## src/rtl/distance_filter.sv

```systemverilog
// Sliding-window mean filter for ultrasonic range samples, with stability and timeout flags.
// Optional outlier rejection is compiled in by defining DISTANCE_FILTER_OUTLIER_EN.
module distance_filter #(
  parameter int unsigned DEPTH_LOG2     = 2,
  parameter int unsigned TIMEOUT_CYCLES = 5000000,
  parameter int unsigned STABLE_TOL     = 2,
  parameter int unsigned OUTLIER_TOL    = 50
) (
  input  logic        clk,
  input  logic        rst_n,
  input  logic        valid_i,
  input  logic [31:0] distance_i,
  input  logic        flush_i,
  output logic        valid_o,
  output logic [31:0] distance_o,
  output logic        stable_o,
  output logic        timeout_o
);

  localparam int unsigned Depth = 2 ** DEPTH_LOG2;
  localparam int unsigned SumW  = 32 + DEPTH_LOG2;
  localparam int unsigned PtrW  = DEPTH_LOG2;
  localparam int unsigned CntW  = DEPTH_LOG2 + 1;
  localparam logic [31:0] TmoMax    = 32'(TIMEOUT_CYCLES);
  localparam logic [31:0] StableTol = 32'(STABLE_TOL);

  typedef enum logic {StFill, StRun} state_e;

  function automatic logic [31:0] abs_diff(input logic [31:0] a, input logic [31:0] b);
    return (a >= b) ? (a - b) : (b - a);
  endfunction

  state_e            state_q, state_d;
  logic [SumW-1:0]   sum_q, sum_d;
  logic [CntW-1:0]   count_q, count_d;
  logic [PtrW-1:0]   wr_ptr_q, wr_ptr_d;
  logic [31:0]       tmo_cnt_q, tmo_cnt_d;
  logic              valid_q, valid_d;
  logic [31:0]       dist_q, dist_d;
  logic              stable_q, stable_d;
  logic              timeout_q, timeout_d;
  logic [31:0]       win_q [Depth];

  logic [SumW-1:0]   new_ext;
  logic [SumW-1:0]   evict_ext;
  logic [SumW-1:0]   sum_upd;
  logic [31:0]       new_mean;
  logic              new_close;
  logic [31:0]       tmo_inc;
  logic              tmo_hit;
  logic              win_clr;
  logic              accept;
  logic              take;

  assign new_ext   = {{DEPTH_LOG2{1'b0}}, distance_i};
  // Once the window is full, wr_ptr points at the oldest entry, which is the one evicted.
  assign evict_ext = (state_q == StRun) ? {{DEPTH_LOG2{1'b0}}, win_q[wr_ptr_q]} : '0;
  assign sum_upd   = sum_q + new_ext - evict_ext;
  assign new_mean  = sum_upd[SumW-1:DEPTH_LOG2];
  assign new_close = abs_diff(new_mean, dist_q) <= StableTol;

  assign tmo_inc = tmo_cnt_q + 32'd1;
  assign tmo_hit = !flush_i && !valid_i && (tmo_cnt_q != TmoMax) && (tmo_inc == TmoMax);
  assign win_clr = flush_i || tmo_hit;

`ifdef DISTANCE_FILTER_OUTLIER_EN
  localparam logic [31:0] OutlierTol = 32'(OUTLIER_TOL);

  logic [1:0] rej_q, rej_d;
  logic       outlier;

  assign outlier = (state_q == StRun) && (abs_diff(distance_i, dist_q) > OutlierTol);
  // A third consecutive outlier is taken as a genuine step change and accepted.
  assign accept  = !outlier || (rej_q == 2'd2);

  always_comb begin
    rej_d = rej_q;
    if (win_clr || take) begin
      rej_d = 2'd0;
    end else if (valid_i) begin
      rej_d = rej_q + 2'd1;
    end
  end

  always_ff @(posedge clk or negedge rst_n) begin
    if (!rst_n) begin
      rej_q <= 2'd0;
    end else begin
      rej_q <= rej_d;
    end
  end
`else
  localparam int unsigned UnusedOutlierTol = OUTLIER_TOL;

  assign accept = 1'b1;
`endif

  assign take = valid_i && !flush_i && accept;

  always_comb begin
    state_d   = state_q;
    sum_d     = sum_q;
    count_d   = count_q;
    wr_ptr_d  = wr_ptr_q;
    tmo_cnt_d = tmo_cnt_q;
    valid_d   = 1'b0;
    dist_d    = dist_q;
    stable_d  = stable_q;
    timeout_d = timeout_q;

    if (win_clr) begin
      state_d   = StFill;
      sum_d     = '0;
      count_d   = '0;
      wr_ptr_d  = '0;
      stable_d  = 1'b0;
      tmo_cnt_d = flush_i ? 32'd0 : tmo_inc;
      if (tmo_hit) begin
        timeout_d = 1'b1;
      end
    end else if (valid_i) begin
      tmo_cnt_d = 32'd0;
      timeout_d = 1'b0;
      if (take) begin
        sum_d    = sum_upd;
        wr_ptr_d = wr_ptr_q + PtrW'(1);
        if (state_q == StFill) begin
          count_d = count_q + CntW'(1);
          if (count_q == CntW'(Depth - 1)) begin
            state_d  = StRun;
            valid_d  = 1'b1;
            dist_d   = new_mean;
            stable_d = 1'b0;
          end
        end else begin
          valid_d  = 1'b1;
          dist_d   = new_mean;
          stable_d = new_close;
        end
      end
    end else if (tmo_cnt_q != TmoMax) begin
      tmo_cnt_d = tmo_inc;
    end
  end

  always_ff @(posedge clk or negedge rst_n) begin
    if (!rst_n) begin
      state_q   <= StFill;
      sum_q     <= '0;
      count_q   <= '0;
      wr_ptr_q  <= '0;
      tmo_cnt_q <= 32'd0;
      valid_q   <= 1'b0;
      dist_q    <= 32'd0;
      stable_q  <= 1'b0;
      timeout_q <= 1'b0;
    end else begin
      state_q   <= state_d;
      sum_q     <= sum_d;
      count_q   <= count_d;
      wr_ptr_q  <= wr_ptr_d;
      tmo_cnt_q <= tmo_cnt_d;
      valid_q   <= valid_d;
      dist_q    <= dist_d;
      stable_q  <= stable_d;
      timeout_q <= timeout_d;
    end
  end

  // Window storage needs no reset: entries are only read after being written.
  always_ff @(posedge clk) begin
    if (take) begin
      win_q[wr_ptr_q] <= distance_i;
    end
  end

  assign valid_o    = valid_q;
  assign distance_o = dist_q;
  assign stable_o   = stable_q;
  assign timeout_o  = timeout_q;

endmodule

```

## config.mk

```make
export PLATFORM = sky130hd
export DESIGN_NAME = distance_filter
export DESIGN_NICKNAME = d
export VERILOG_FILES = /design/src/rtl/distance_filter.sv
export SDC_FILE = /design/constraint.sdc
export NUM_CORES = 1
export LEC_CHECK = 0
export BUFFER_PORTS_ARGS = -buffer_cell sky130_fd_sc_hd__buf_4
export CORE_MARGIN = 4
export CORE_UTILIZATION = 39
export CTS_CLUSTER_SIZE = 25
export DETAILED_ROUTE_END_ITERATION = 16
export SYNTH_ARGS = -nofsm -noshare
export SYNTH_HDL_FRONTEND = slang
export SYNTH_SLANG_ARGS = --single-unit
```

## constraint.sdc

```tcl
create_clock -name clk -period 14.13 [get_ports clk]
set_clock_uncertainty 0.1 [all_clocks]
set_input_delay 2.1195 -clock clk [delete_from_list [all_inputs] [get_ports clk]]
set_output_delay 2.1195 -clock clk [all_outputs]
set_load 0.01 [all_outputs]
```

**Yosys cells after proc, flatten, opt, wreduce, memory -nomap -nowiden**

Memories as Yosys holds them, arrays and structs flattened.
Index checks and enable logic that the tools add are counted.
Widths: inputs -> output; s select.

- Add/sub/neg operators: 7
- $lt $le $gt $ge: 2
- Eq/ne operators: 5
- Multiplexer cells: 36
- Bitwise gates (word level): 1
- Reductions and logical operators: 17

Operators by type and width:

| kind | count |
|---|---|
| $mux 32 | 8 |
| $mux 34 | 3 |
| $sub 32x32->32 | 2 |
| $add 34x32->34 | 1 |
| $sub 34x32->34 | 1 |
| $add 32x1->32 const B | 1 |
| $eq 32x23->1 const B | 1 |
| $ge 32x32->1 | 1 |
| $le 32x2->1 const B | 1 |
| $ne 32x23->1 const B | 1 |
| $mux 1 | 18 |
| $mux 3 | 4 |
| $mux 2 | 3 |
| $reduce_and 3->1 | 2 |
| $reduce_bool 2->1 | 3 |
| $reduce_bool 3->1 | 2 |
| $logic_and 1x1->1 | 4 |
| $reduce_and 2->1 | 2 |
| $reduce_and 4->1 | 1 |
| $add 3x1->3 const B | 1 |
| $eq 3x2->1 const B | 1 |
| $add 2x1->2 const B | 1 |
| $logic_not 1->1 | 2 |
| $ne 2x1->1 const B | 1 |
| 3 further kinds | 3 |

- Bits in registers: 107
- Memory bits (writable): 128
- Input port bits: 36
- Output and inout bits: 35
- Logic and storage cells: 78
- Memories kept: 1

Memories:

| memory | depth | width | read ports | clocked after memory_dff | wr ports | RTL line | source |
|---|---|---|---|---|---|---|---|
| win_q | 4 | 32 | 1 | 0 | 1 | 42 | `logic [31:0] win_q [Depth];` |

**Logic depth before layout (Yosys ltp)**

An unclocked memory read counts as a cell.

- Depth after elaboration: 10
- Mapped depth: 33
- Gate-level depth less buffers: 30

**Worst setup path after synthesis**

Ideal clock, no wire load.

- Kind: input port to flip-flop
- From: input port distance_i[1]
- To: register stable_q, in the netlist stable_o
- Arrival time: 7.424 ns
- Data required time: 13.964 ns
- Path slack: 6.540 ns
- Cell stages on the path: 26
- Buffers on the path: 1
- Path through: inv_1 > fa_1 > inv_1 > ha_1 > a21o_1 > a21oi_1 > nor2b_1 > a21o_1 > o21a_1 > a221oi_1 > o21bai_1 > a21boi_0 > xnor2_1 > ha_1 > buf_2 > inv_1 > a22o_1 > a211oi_1 > o2111ai_1 > a41oi_1 > nand4_1 > or4_1 > or4_1 > a2111oi_0 > nand4_1 > nand2_1

- Word-level cells in the longest chain between the ends: 9

Ends and longest elaborated chain:

| element | RTL line | source |
|---|---|---|
| start, declared | 12 | `input logic [31:0] distance_i,` |
| $add 34x32->34 (*) | 58 | `assign sum_upd = sum_q + new_ext - evict_ext;` |
| $sub 34x32->34 (*) | 58 |  |
| via sum_upd[19] | 46 | `logic [SumW-1:0] sum_upd;` |
| $sub 32x32->32 or $ge 32x32->1 (tied branches) | 30 | `return (a >= b) ? (a - b) : (b - a);` |
| $mux 32 (*) | 30 |  |
| $le 32x2->1 (*) | 60 | `assign new_close = abs_diff(new_mean, dist_q) <= StableTol;` |
| $mux 1 (*) | 127 | `if (state_q == StFill) begin` |
| $mux 1 (*) | 124 | `if (take) begin` |
| $mux 1 (*) | 121 | `end else if (valid_i) begin` |
| $mux 1 (*) | 111 | `if (win_clr) begin` |
| end signal, assigned | 165 | `stable_q <= stable_d;` |
| end, declared | 40 | `logic stable_q, stable_d;` |

The timed path passes the listed nets; every way through them passes the cells marked *. The select of a mux whose other input is x is not followed.
A chain may end at the register's enable or synchronous reset.

**Worst setup path in the final report**

Ends and elaborated chain as after synthesis.

==> metrics.txt <==
outcome finished clean; Cells after Synth 1700; reg2reg path depth 30; Synthesized Nets 1877; Synth top area share a little under a quarter; worst reg2reg endpoint stable_o$_DFFE_PN0P_; first-pass GRT wire length between 60000 and 70000 um; max_slew headroom between 20 and 30%; clock insertion delay at the later pin of the skew report roughly 0.54 ns; clock root buffer master clkbuf_16; hold violation count in the final report 0; Setup CP Type in -> reg; pre-CTS setup slack around 5.3 ns; Via-to-Cell Ratio about 5.4; Final min period 8.257 ns; Total GRT Usage a little under a fifth; drt wl/cell between 15 and 20 um; Worst Setup SP distance_i[1]; Cell Count Post-Placement around 2300; fin util a little over two fifths; Non-Filler Instances about 2300; post-synthesis cell area roughly 16000 um^2; Setup Total Neg Slack 0 ns; R2R Setup Slk 5.95 ns; Chip Width around 210 um; syn_area_per_cell about 9.7 um^2; post-synth cell types 90; sequential area share after synthesis around two fifths; max frequency ~120 MHz; final worst-path cycle share between 50% and 60%; final setup fails 0; # DRC 0; initial antenna violation count 1; Detailed Route Iter0 Violations ~1100; CTS tree done; CP endpoint stable_o$_DFFE_PN0P_; Post-synth EDFFs between 100 and 150; worst-case clock buffer depth 3; crit path DAT approximately 8.6 ns; CP max FO 13; core area between 40000 and 50000 um^2; fraction of layout cells with a size suffix above 1 between 10% and 20%; Critical Path End Type register; Startpoint Class input pin; routability cong. 0.9565; I/O pin count 71; final wirelength between 40000 and 50000 um; #FFs+latches synth about 240; synth top area cells edfxtp_1, dfrtp_1, ha_1; fraction of registers with async set/reset between 40% and 50%; Worst-path clk slew roughly 0.070 ns; Initial Util between 30% and 40%; Pins Over Slew Limit 0; NumNets Final ~1900; antenna fix cells 0; number of setup buffers added after CTS 0; num rows between 70 and 80; HP Class reg -> reg; cell with the most instances after synthesis inv_1; clock sink count ~240; GRT Residual Overflow 0; RSZ-0062 raised after global routing false; chip height about 210 um; Post-synth top cells inv_1, edfxtp_1, nand2_1, nor2_1; number of global-route vias before repair 12230; hold bufs inserted after CTS 0; worst reg2reg path startpoint wr_ptr_q[0]$_DFFE_PN0P_; max-cap viol count 0; Worst Tran Pin Value roughly 1.1 ns; full die area between 40000 and 50000 um^2; ys flop type edfxtp_1; DR vias 12390; Num CTS Buffers 26; Syn. warnings 0; DR pass1 iterations 6; post-DP HPWL about 33000 um; Port Buffers 70; pin count of the biggest net entering global routing slightly below 60; htree depth 1; P&R area growth vs syn 10.73%; Yosys top cell by area edfxtp_1; Worst EP required approximately 15 ns; fin worst setup slack 5.873 ns; PostCTS Resize Cnt 0; Final ANT Viol Nets 0
==> cell usage in the layout, fill, tap and decap left out, types with 17 or more instances in the layout <==
cell,Yosys,final
buf_4,1,83
xor2_1,30,30
clkbuf_16,0,26
nand4_1,30,30
nand2_1,127,127
fa_1,34,34
xnor2_1,53,53
edfxtp_1,128,128
a21oi_1,88,88
nor2_1,120,120
nand2b_1,17,17
dfrtp_1,107,106
ha_1,107,107
and2_1,43,43
nand3_1,48,48
inv_1,229,229
mux2i_1,18,18
a21o_1,37,37
nor3_1,30,29
o21ai_0,97,97
mux4_2,32,32
==> final cells by class <==
cell class                 instances  area (um^2)
fill                            3978        23610
timing repair buffer              83        623.1
clock inverter                    17        122.6
sequential                       235         6523
multi-input combinational       1164         8767
tap                              539        674.4
clock buffer                      29        661.9
inverter                         230        868.3
==> worst min path at each step <==
| stage | start | endpoint | slack, ns | cells after the start |
|---|---|---|---|---|
| floorplan | sum_q[10]$_DFFE_PN0P_ | sum_q[10]$_DFFE_PN0P_ | 0.35 | 2 |
| global placement | sum_q[4]$_DFFE_PN0P_ | sum_q[4]$_DFFE_PN0P_ | 0.37 | 2 |
| detailed placement | sum_q[31]$_DFFE_PN0P_ | sum_q[31]$_DFFE_PN0P_ | 0.37 | 2 |
| CTS | sum_q[14]$_DFFE_PN0P_ | sum_q[14]$_DFFE_PN0P_ | 0.39 | 2 |
| global route | sum_q[26]$_DFFE_PN0P_ | sum_q[26]$_DFFE_PN0P_ | 0.42 | 2 |
| finish | sum_q[8]$_DFFE_PN0P_ | sum_q[8]$_DFFE_PN0P_ | 0.39 | 2 |
==> per-layer routing <==
layer / up-vias / global-route usage [%] / wire length, um
met3: 60 / 2.282 / 2212
met2: 321 / 28.42 / 18310
met4: 0 / 4.833 / 1101
li1: 6048 / - / -
met1: 5958 / 29.67 / 21550
met5: - / 0 / 0
==> through the flow <==
| stage | cell area (um^2) | hold WS [ns] |
|---|---|---|
| after floorplan | 16470 | 0.3498 |
| after global placement | 17460 | 0.3654 |
| after detailed placement | 17460 | 0.3734 |
| after CTS | 18240 | 0.3890 |
| after global routing | 18240 | 0.4184 |
| final | 18240 | 0.3850 |
==> sequential cells by signal, indices dropped and copies added, names as in the netlist <==
signal      flops
win_q         128
sum_q          34
distance_o     32
tmo_cnt_q      32
count_q         3
wr_ptr_q        2
stable_o        1
state_q         1
timeout_o       1
valid_o         1
==> logic make-up after synthesis <==
group	synth area share, %
AO/OA/AOI/OAI	14.66
XOR/XNOR	4.413
adder cells (fa/ha/maj)	12.26
buffers and inverters	7.231
flip-flops	39.59
multiplexers	6.221
AND/OR/NAND/NOR	15.62
==> worst max-delay path, cell delays in order <==
cell,delay (ns)
buf_4,0.10
inv_1,0.06
fa_1,0.53
fa_1,0.48
nor2b_1,0.13
o21a_1,0.13
o21ai_0,0.13
a311o_1,0.37
a21oi_1,0.30
o211ai_1,0.18
nand3_1,0.15
a31oi_1,0.11
o21bai_1,0.16
xor2_1,0.35
ha_1,0.31
and2_0,0.31
nand3_1,0.19
nor4_1,0.50
a21boi_1,0.36
or3_1,0.47
mux2i_1,0.27
xnor2_1,0.09
a2111o_1,0.39
nor4_1,0.21
nand4_1,0.13
nand2_1,0.09
Power is left out: the tool's default activity adds up to more than one toggle a clock period on the data nets, which glitch-free logic cannot reach.
